File: src/rtl/ifu_axi_fetch_pkg.sv
// ---------------------------------------------------------------------------
// ifu_axi_fetch_pkg
// Shared configuration for the instruction-fetch stage: core/instruction
// widths, the default reset PC, the NOP encoding, AXI response codes and the
// fetch state encoding. Imported by every file of the fetch slice.
// ---------------------------------------------------------------------------
package ifu_axi_fetch_pkg;

  localparam int CPU_WIDTH = 64;
  localparam int INS_WIDTH = 32;

  localparam logic [CPU_WIDTH-1:0] RESET_PC_DEFAULT = 64'h0000_0000_8000_0000;

  // addi x0, x0, 0
  localparam logic [INS_WIDTH-1:0] INS_NOP = 32'h0000_0013;

  localparam logic [1:0] RESP_OKAY   = 2'b00;
  localparam logic [1:0] RESP_SLVERR = 2'b10;

  typedef enum logic [1:0] {
    IDLE,
    AR,
    R,
    HOLD
  } fetch_state_e;

endpackage

File: src/rtl/ifu_axi_fetch_if.sv
// ---------------------------------------------------------------------------
// ifu_axi_fetch_if
// AXI4-Lite read-channel bundle between the fetch stage and instruction memory.
//   arvalid/arready/araddr : read address channel
//   rvalid/rready/rdata/rresp : read data channel
// Modports: master (fetch stage side), slave (memory side).
// ---------------------------------------------------------------------------
interface ifu_axi_fetch_if
  import ifu_axi_fetch_pkg::*;
#(
  parameter int ADDR_W = 32,
  parameter int DATA_W = 64
);

  logic              arvalid;
  logic              arready;
  logic [ADDR_W-1:0] araddr;
  logic              rvalid;
  logic              rready;
  logic [DATA_W-1:0] rdata;
  logic [1:0]        rresp;

  modport master (
    output arvalid,
    input  arready,
    output araddr,
    input  rvalid,
    output rready,
    input  rdata,
    input  rresp
  );

  modport slave (
    input  arvalid,
    output arready,
    input  araddr,
    output rvalid,
    input  rready,
    output rdata,
    output rresp
  );

endinterface

File: src/rtl/ifu_axi_fetch_beat_buf.sv
// ---------------------------------------------------------------------------
// ifu_beat_buf
// Single-entry buffer holding the last good 64-bit read beat and its
// 8-byte-aligned address tag. A lookup hits when the buffer is valid and the
// tag matches; the selected 32-bit word is chosen by the PC's bit 2.
// Only compiled when IFU_BEAT_BUF_EN is defined.
// Ports:
//   clk, rst_n      : clock, asynchronous active-low reset (invalidates entry)
//   wr_en           : capture wr_tag/wr_data
//   wr_tag, wr_data : aligned address tag and beat to store
//   rd_tag, rd_hi   : lookup tag and upper/lower word select
//   hit, word       : lookup result and selected instruction word
// ---------------------------------------------------------------------------
`ifdef IFU_BEAT_BUF_EN
module ifu_beat_buf
  import ifu_axi_fetch_pkg::*;
#(
  parameter int TAG_W  = 29,
  parameter int DATA_W = 64
) (
  input  logic                 clk,
  input  logic                 rst_n,
  input  logic                 wr_en,
  input  logic [TAG_W-1:0]     wr_tag,
  input  logic [DATA_W-1:0]    wr_data,
  input  logic [TAG_W-1:0]     rd_tag,
  input  logic                 rd_hi,
  output logic                 hit,
  output logic [INS_WIDTH-1:0] word
);

  logic              entry_valid;
  logic [TAG_W-1:0]  entry_tag;
  logic [DATA_W-1:0] entry_data;

  // The entry is only ever replaced by a newer good beat; nothing but reset
  // invalidates it.
  always_ff @(posedge clk or negedge rst_n) begin
    if (!rst_n) begin
      entry_valid <= 1'b0;
      entry_tag   <= '0;
      entry_data  <= '0;
    end else if (wr_en) begin
      entry_valid <= 1'b1;
      entry_tag   <= wr_tag;
      entry_data  <= wr_data;
    end
  end

  assign hit  = entry_valid && (entry_tag == rd_tag);
  assign word = rd_hi ? entry_data[63:32] : entry_data[31:0];

endmodule
`endif

File: src/rtl/ifu_axi_fetch.sv
// ---------------------------------------------------------------------------
// ifu_axi_fetch
// Instruction-fetch stage feeding the IF/ID register. Issues one AXI4-Lite
// read per instruction, extracts the 32-bit word selected by pc[2] from the
// 64-bit beat and offers {ins, pc} to IF/ID with a valid/ready handshake.
// A flush while a read is outstanding lets the read finish and drops its beat.
// Optional feature: define IFU_BEAT_BUF_EN to add a one-beat buffer that
// serves repeat fetches of the same 8-byte line without AXI traffic.
// Ports:
//   i_clk, i_rst_n : clock, asynchronous active-low reset
//   i_pc           : next fetch PC (sampled when a fetch starts)
//   i_flush        : kill the in-flight or held instruction
//   o_if_valid, i_id_ready : handshake toward IF/ID
//   o_ins, o_pc, o_fetch_err : instruction, its PC and error qualifier
//   axi            : AXI4-Lite read channels (master modport)
// ---------------------------------------------------------------------------
module ifu_axi_fetch
  import ifu_axi_fetch_pkg::*;
#(
  parameter int                   ADDR_W   = 32,
  parameter int                   DATA_W   = 64,
  parameter logic [CPU_WIDTH-1:0] RESET_PC = RESET_PC_DEFAULT
) (
  input  logic                 i_clk,
  input  logic                 i_rst_n,
  input  logic [CPU_WIDTH-1:0] i_pc,
  input  logic                 i_flush,
  output logic                 o_if_valid,
  input  logic                 i_id_ready,
  output logic [INS_WIDTH-1:0] o_ins,
  output logic [CPU_WIDTH-1:0] o_pc,
  output logic                 o_fetch_err,
  ifu_axi_fetch_if.master      axi
);

  fetch_state_e         state;
  logic                 first_fetch;
  logic                 kill;
  logic                 arvalid_q;
  logic                 rready_q;
  logic [CPU_WIDTH-1:0] fetch_pc;
  logic                 misaligned;
  logic                 start_fetch;
  logic                 beat_okay;
  logic [INS_WIDTH-1:0] beat_word;

  // The very first fetch out of reset ignores the branch unit.
  assign fetch_pc   = first_fetch ? RESET_PC : i_pc;
  assign misaligned = (fetch_pc[1:0] != 2'b00);

  // A fetch starts from IDLE, or in the same cycle the held instruction is
  // accepted so that back-to-back fetches need only three cycles each.
  assign start_fetch = (state == IDLE) ||
                       ((state == HOLD) && i_id_ready && !i_flush);

  assign beat_okay = (axi.rresp == RESP_OKAY);
  assign beat_word = o_pc[2] ? axi.rdata[63:32] : axi.rdata[31:0];

  assign axi.arvalid = arvalid_q;
  assign axi.rready  = rready_q;
  assign axi.araddr  = {o_pc[ADDR_W-1:3], 3'b000};

`ifdef IFU_BEAT_BUF_EN
  logic                 buf_hit;
  logic [INS_WIDTH-1:0] buf_word;
  logic                 buf_wr;

  // Any OKAY beat is real memory content, even one whose instruction was
  // killed, so it is worth keeping; error beats never enter the buffer.
  assign buf_wr = (state == R) && axi.rvalid && beat_okay;

  ifu_beat_buf #(
    .TAG_W (ADDR_W - 3),
    .DATA_W(DATA_W)
  ) u_beat_buf (
    .clk    (i_clk),
    .rst_n  (i_rst_n),
    .wr_en  (buf_wr),
    .wr_tag (o_pc[ADDR_W-1:3]),
    .wr_data(axi.rdata),
    .rd_tag (fetch_pc[ADDR_W-1:3]),
    .rd_hi  (fetch_pc[2]),
    .hit    (buf_hit),
    .word   (buf_word)
  );
`endif

  // Fetch FSM. The per-state case handles the AXI handshakes and IF/ID
  // release; the trailing start_fetch block then overrides the next state
  // whenever a new fetch begins this cycle.
  always_ff @(posedge i_clk or negedge i_rst_n) begin
    if (!i_rst_n) begin
      state       <= IDLE;
      first_fetch <= 1'b1;
      kill        <= 1'b0;
      arvalid_q   <= 1'b0;
      rready_q    <= 1'b0;
      o_if_valid  <= 1'b0;
      o_ins       <= INS_NOP;
      o_pc        <= RESET_PC;
      o_fetch_err <= 1'b0;
    end else begin
      case (state)
        IDLE: begin
        end
        AR: begin
          // The address is never withdrawn; a flush only marks the beat dead.
          if (i_flush) begin
            kill <= 1'b1;
          end
          if (axi.arready) begin
            arvalid_q <= 1'b0;
            rready_q  <= 1'b1;
            state     <= R;
          end
        end
        R: begin
          if (axi.rvalid) begin
            rready_q <= 1'b0;
            if (kill || i_flush) begin
              kill  <= 1'b0;
              state <= IDLE;
            end else begin
              o_ins       <= beat_word;
              o_fetch_err <= !beat_okay;
              o_if_valid  <= 1'b1;
              state       <= HOLD;
            end
          end else if (i_flush) begin
            kill <= 1'b1;
          end
        end
        HOLD: begin
          if (i_flush || i_id_ready) begin
            o_if_valid <= 1'b0;
            state      <= IDLE;
          end
        end
        default: begin
          state <= IDLE;
        end
      endcase

      if (start_fetch) begin
        first_fetch <= 1'b0;
        o_pc        <= fetch_pc;
        if (misaligned) begin
          // Report the fault without touching the bus.
          o_if_valid  <= 1'b1;
          o_ins       <= INS_NOP;
          o_fetch_err <= 1'b1;
          state       <= HOLD;
        end
`ifdef IFU_BEAT_BUF_EN
        else if (buf_hit) begin
          o_if_valid  <= 1'b1;
          o_ins       <= buf_word;
          o_fetch_err <= 1'b0;
          state       <= HOLD;
        end
`endif
        else begin
          arvalid_q   <= 1'b1;
          o_fetch_err <= 1'b0;
          state       <= AR;
        end
      end
    end
  end

endmodule

File: src/flat_wrapper.sv
// flat-port wrapper written by rule: the top's interface ports become plain ports
module ifu_axi_fetch_flat import ifu_axi_fetch_pkg::*;
#(
  parameter int                   ADDR_W   = 32,
  parameter int                   DATA_W   = 64,
  parameter logic [CPU_WIDTH-1:0] RESET_PC = RESET_PC_DEFAULT
)
  (i_clk, i_rst_n, i_pc, i_flush, o_if_valid, i_id_ready, o_ins, o_pc, o_fetch_err, axi_arvalid, axi_arready, axi_araddr, axi_rvalid, axi_rready, axi_rdata, axi_rresp);
  ifu_axi_fetch_if #(.ADDR_W(ADDR_W), .DATA_W(DATA_W)) axi_i ();
  input  logic i_clk;
  input  logic i_rst_n;
  input  logic [CPU_WIDTH-1:0] i_pc;
  input  logic i_flush;
  output logic o_if_valid;
  input  logic i_id_ready;
  output logic [INS_WIDTH-1:0] o_ins;
  output logic [CPU_WIDTH-1:0] o_pc;
  output logic o_fetch_err;
  output wire logic [$bits(axi_i.arvalid)-1:0] axi_arvalid;
  input wire logic [$bits(axi_i.arready)-1:0] axi_arready;
  output wire logic [$bits(axi_i.araddr)-1:0] axi_araddr;
  input wire logic [$bits(axi_i.rvalid)-1:0] axi_rvalid;
  output wire logic [$bits(axi_i.rready)-1:0] axi_rready;
  input wire logic [$bits(axi_i.rdata)-1:0] axi_rdata;
  input wire logic [$bits(axi_i.rresp)-1:0] axi_rresp;
  assign axi_arvalid = axi_i.arvalid;
  assign axi_i.arready = axi_arready;
  assign axi_araddr = axi_i.araddr;
  assign axi_i.rvalid = axi_rvalid;
  assign axi_rready = axi_i.rready;
  assign axi_i.rdata = axi_rdata;
  assign axi_i.rresp = axi_rresp;
  ifu_axi_fetch #(.ADDR_W(ADDR_W), .DATA_W(DATA_W), .RESET_PC(RESET_PC)) u_core (.i_clk(i_clk), .i_rst_n(i_rst_n), .i_pc(i_pc), .i_flush(i_flush), .o_if_valid(o_if_valid), .i_id_ready(i_id_ready), .o_ins(o_ins), .o_pc(o_pc), .o_fetch_err(o_fetch_err), .axi(axi_i));
endmodule
File: config.mk
export PLATFORM = sky130hd
export DESIGN_NAME = ifu_axi_fetch_flat
export DESIGN_NICKNAME = d
export VERILOG_FILES = /design/src/rtl/ifu_axi_fetch_pkg.sv /design/src/rtl/ifu_axi_fetch_if.sv /design/src/rtl/ifu_axi_fetch_beat_buf.sv /design/src/rtl/ifu_axi_fetch.sv /design/src/flat_wrapper.sv
export SDC_FILE = /design/constraint.sdc
export NUM_CORES = 1
export LEC_CHECK = 0
export ABC_AREA = 1
export BUFFER_PORTS_ARGS = -buffer_cell sky130_fd_sc_hd__buf_2
export CORE_MARGIN = 10
export CORE_UTILIZATION = 41
export CTS_CLUSTER_SIZE = 28
export DETAILED_ROUTE_END_ITERATION = 8
export GPL_ROUTABILITY_DRIVEN = 0
export PLACE_DENSITY = 0.74
export SYNTH_ARGS = -nofsm -noshare
export SYNTH_HDL_FRONTEND = slang
export SYNTH_SLANG_ARGS = --single-unit
File: constraint.sdc
create_clock -name i_clk -period 1.5 [get_ports i_clk]
set_clock_uncertainty 0.15 [all_clocks]
set_input_delay 0.225 -clock i_clk [delete_from_list [all_inputs] [get_ports i_clk]]
set_output_delay 0.225 -clock i_clk [all_outputs]
set_load 0.05 [all_outputs]
# == Yosys cells after proc, flatten, opt, wreduce, memory -nomap -nowiden ==
# Cells that the tools add are included.
# word_totals
ff_bits,104
input_bits,136
# op_classes
n_eq_ne,10
mux,36
reduce_logical,18
# ops
op,n
two-way mux 32 bit,6
two-way mux 64 bit,1
two-way mux 1 bit,19
two-way mux 2 bit,6
"inequality test 3 x 2 -> 1 bit, second input constant",4
nonzero test 2 bit,4
case mux 1 bit (2 select lines),3
case mux 2 bit (3 select lines),1
AND reduction 3 bit,2
"equality test 2 bit, second input constant",2
zero test 2 bit,2
"inequality test 2 bit, second input constant",2
AND reduction 4 bit,1
nonzero test 4 bit,1
logical OR 1 bit,3
"equality test 2 x 1 -> 1 bit, second input constant",1
logical AND 1 bit,2
zero test 1 bit,2
"inequality test 2 x 1 -> 1 bit, second input constant",1
AND reduction 2 bit,1

# == Logic depth before layout (Yosys ltp) ==
# logic_depth
depth_word,6
mapped_depth,9
depth_no_buf,9

# == Worst setup path before layout ==
# Ideal clock, no wire load.
# synth_path
kind,reg-to-reg
startpoint,register u_core.o_pc[2]
endpoint,register u_core.o_ins[10]
setup_ps,118
stages_incl_launch_ff,8
slack_ps,-81
required_ps,1232
arrival_ps,1312
path_cell_list,dfrtp_1 > buf_2 > inv_1 > buf_2 > nand2_1 > nand2_1 > o21ai_1 > nor2_1
# synth_between
elab_chain_len,6
# synth_rtl
item,line_no,text
from (decl),ifu_axi_fetch.sv:31,"output logic [CPU_WIDTH-1:0] o_pc,"
from (signal assigned),ifu_axi_fetch.sv:146,o_pc <= fetch_pc;
two-way mux 32 bit *,ifu_axi_fetch.sv:57,assign beat_word = o_pc[2] ? axi.rdata[63:32] : axi.rdata[31:0];
two-way mux 32 bit *,ifu_axi_fetch.sv:120,if (kill || i_flush) begin
two-way mux 32 bit *,ifu_axi_fetch.sv:118,if (axi.rvalid) begin
two-way mux 32 bit *,ifu_axi_fetch.sv:103,case (state)
two-way mux 32 bit,ifu_axi_fetch.sv:147,if (misaligned) begin
two-way mux 32 bit *,ifu_axi_fetch.sv:144,if (start_fetch) begin
to (signal assigned),ifu_axi_fetch.sv:124,o_ins <= beat_word;
to (decl),ifu_axi_fetch.sv:30,"output logic [INS_WIDTH-1:0] o_ins,"
# Every way passes the cells marked *; elsewhere a longest branch is shown, timed or not.
# A chain may end at the register's enable or synchronous reset.

# == Worst setup path after layout ==
# layout_path
startpoint,register u_core.state[0]
endpoint,register u_core.o_pc[36]
# layout_between
elab_chain_len,4
elab_cells_between_ends,5
# layout_rtl
item,line_no,text
from (decl),ifu_axi_fetch.sv:36,fetch_state_e state;
from (signal assigned),ifu_axi_fetch.sv:93,state <= IDLE;
from (signal assigned),ifu_axi_fetch.sv:114,state <= R;
from (signal assigned),ifu_axi_fetch.sv:122,state <= IDLE;
equality test 2 bit,ifu_axi_fetch.sv:54,((state == HOLD) && i_id_ready && !i_flush);
logical AND 1 bit (2 in series),ifu_axi_fetch.sv:54,
logical OR 1 bit *,ifu_axi_fetch.sv:53,assign start_fetch = (state == IDLE) ||
# Marked as above.

==> impl_metrics.env <==
export IMPL_grt_pass1_vias=5441
export IMPL_clock_path_buffers=2
export IMPL_avgSynthCellArea_um2=8.16
export IMPL_clock_latency_ns=0.34
export IMPL_area_growth_pct=63.3
export IMPL_fin_ws_ns=-0.151
export IMPL_worstPathCellList="ha_4, nand2_4, o21bai_4, buf_6, clkbuf_16, nand3_1, nand2_1"
export IMPL_syn_instance_count=617
export IMPL_start_util=0.419
export IMPL_ir_worst_vdd_v=0.000968
export IMPL_p_leak_nw=4.55
export IMPL_synthFlopType="dfrtp_1"
export IMPL_grt_busiest_layer="met2"
export IMPL_top_level_ports=268
export IMPL_grt_pass1_wl_um=27500
export IMPL_die_h_um=131
export IMPL_met3_usage=0.0782
export IMPL_cap_violations=0
export IMPL_drtPass1Iterations=4
export IMPL_hold_viol=0
export IMPL_cts_buffers=9
export IMPL_synth_warnings=0
export IMPL_period_needed_ns=1.65
export IMPL_layout_nets=1079
export IMPL_finalSetupViolCount=102
export IMPL_grt_usage=0.199
export IMPL_clock_fmax_ghz=0.606
export IMPL_wl_um=19800
export IMPL_final_cell_area_um2=8220
export IMPL_h_tree_depth=3
export IMPL_worst_setup_path_end_kind="flop"
export IMPL_cts_tree="yes"
export IMPL_rsz0062_at_grt="yes"
export IMPL_slowest_stage="dfrtp_2"
export IMPL_cp_top_family="flip-flops"
export IMPL_syn_area_um2=5030
export IMPL_path_buf_inv=2
export IMPL_grt_overflow=0
export IMPL_numPortBuffers=264
export IMPL_dieArea_um2=17100
export IMPL_post_route_period_util=1.10
export IMPL_dp_cells=990
export IMPL_crit_arrival_ns=1.77
export IMPL_drtIter0Drc=329
export IMPL_vias=5478
export IMPL_ys_types=28
export IMPL_crit_path_max_fanout=5
export IMPL_status="finished with violations"
export IMPL_antenna_found_initial=5
export IMPL_synthArstFlopShare=1.00
export IMPL_grt_max_degree=65
export IMPL_coreArea_um2=12000
export IMPL_setup_tns_ns=-10.00
export IMPL_rows=40
export IMPL_fill_cells=914
export IMPL_met2_usage=0.329
export IMPL_dpl_hpwl_um=12300
export IMPL_drtAntennaViolNets=0
export IMPL_layoutNonFillerInstCount=1096
export IMPL_required_ns=1.62
export IMPL_p_per_area_nw_per_um2=2690
export IMPL_cts_sinks=104
export IMPL_setup_worst_path_class="flop to flop"
export IMPL_slew_violations=0
export IMPL_die_w_um=131
export IMPL_drc=0
export IMPL_violations="setup timing"
export IMPL_register_area_um2=2610
export IMPL_clk_pin_slew_ns=0.07
export IMPL_ys_ff_latch=104
export IMPL_routed_via_density=5.00
export IMPL_critPathLaunchType="flop"
export IMPL_hold_path_class="input pin to flop"
export IMPL_cpPeakStageDelay_ns=0.44
export IMPL_wl_per_cell_um=18.1
export IMPL_root_buffer="clkbuf_16"
export IMPL_drive_gt1_frac=0.454
export IMPL_placed_area_um2=6450
export IMPL_multi_input_area_um2=2290
export IMPL_yosysSeqAreaShare=0.518
export IMPL_gr_usage_met1=0.232
export IMPL_synth_edf_count=0
[flip-flops by register name (all words and copies together), names as in the netlist]
signal / flops
u_core.o_ins: 32
u_core.o_fetch_err: 1
u_core.kill: 1
u_core.o_if_valid: 1
u_core.axi.arvalid: 1
u_core.state: 2
u_core.o_pc: 64
u_core.axi.rready: 1
u_core.first_fetch: 1
[layout make-up]
type / count / share of cell area
multi-input cells: 437 / 0.279
inverters: 9 / 0.00472
well taps: 147 / 0.0224
flip-flops and latches: 104 / 0.318
repair buffers: 378 / 0.336
clock buffers: 10 / 0.0278
diodes: 5 / 0.00152
clock inverters: 6 / 0.0113
[cell usage in the layout (no fill, tap or decap), types with 3 or more instances in the layout]
cell type and count:
buf_2 257, nand2_1 233, dfrtp_1 96, nor2_1 65
dlygate4sd3_1 65, nand3_1 42, o21ai_2 28, nand3_2 23
buf_4 20, clkbuf_16 17, nand2_2 14, buf_12 13
buf_6 10, diode_2 5, nand3_4 5, dfstp_2 5
inv_2 4, ha_4 4, inv_1 3, nor2_4 3
nand2_4 3, o21ai_0 3, conb_1 3, buf_8 3
dfrtp_2 3
[tightest hold or removal path, cell delays in order]
cell and delay (ns):
buf_2 0.07, nand2_1 0.04, nand2_1 0.05, nand2_1 0.05, nand3_1 0.06
[cells in the mapped netlist (2+ instances only)]
cell	count	area share
a21oi_1	2	0.0020
buf_1	3	0.0022
buf_2	20	0.020
buf_4	38	0.057
buf_6	6	0.013
clkbuf_1	2	0.0015
dfrtp_1	99	0.49
dfstp_2	5	0.026
ha_1	4	0.0099
inv_1	8	0.0060
nand2_1	248	0.18
nand3_1	59	0.059
nand3_2	10	0.020
nor2_1	66	0.049
nor2_4	2	0.0045
o21ai_0	7	0.0070
o21ai_1	27	0.027
[logic make-up (layout without fill, tap and decap cells)]
| kind of cell | Yosys count | after routing | synth area share |
|---|---|---|---|
| compound gates | 40 | 40 | 0.0440 |
| other cells | 1 | 8 | 0.000745 |
| buf+inv | 78 | 403 | 0.100 |
| fa+ha+maj | 4 | 4 | 0.00994 |
| simple gates | 390 | 390 | 0.327 |
| flops | 104 | 104 | 0.518 |
[per-stage QoR]
stage	utilization	total power, mW	hold WS, ns	setup slack (ns)
floorplan	-	14.2	-0.221	-0.00402
global placement	0.537	16.9	-0.00960	-0.0802
detailed placement	0.537	17.0	-0.00586	-0.133
CTS	0.633	20.2	0.0300	-0.127
global route	0.684	23.3	0.0720	-0.249
finish	0.684	22.1	0.0438	-0.151
[repair_timing]
item | in CTS | in global routing
cloned | 1 | 10
hold endpoints to repair | 163 | 0
buffers inserted | 2 | 8
hold buffers | 65 | 0
pin swaps | 10 | 27
setup endpoints to repair | 105 | 107
resized for setup | 40 | 78
[layer usage]
layer  vias to the layer above  wire, um
li1                       2570         -
met1                      2553      7510
met2                       310      9640
met3                        45      2160
met4                         0       502
met5                         -         0
[power breakdown]
part           switching (mW)  internal, mW  leakage (nW)
sequential              0.902          4.08          1.31
clock                    1.04          1.47         0.149
combinational            10.1          4.55          3.09
[path summary, 6_finish.rpt]
path / from / end / slack (ns) / depth (start not counted)
max reg2reg: u_core.state[0]$_DFFE_PN0P_ / u_core.o_pc[36]$_DFFE_PN0P_ / -0.15 / 7
min: axi_rdata[33] / u_core.o_ins[1]$_DFF_PN1_ / 0.04 / 5
max in group asynchronous: i_rst_n / u_core.o_pc[31]$_DFFE_PN1P_ / 0.41 / 3
min in group asynchronous: i_rst_n / u_core.o_pc[47]$_DFFE_PN0P_ / 0.20 / 2
max: u_core.state[0]$_DFFE_PN0P_ / u_core.o_pc[36]$_DFFE_PN0P_ / -0.15 / 7
min reg2reg: u_core.o_pc[42]$_DFFE_PN0P_ / u_core.o_pc[42]$_DFFE_PN0P_ / 0.33 / 2
Power figures use the tool's default switching activity.
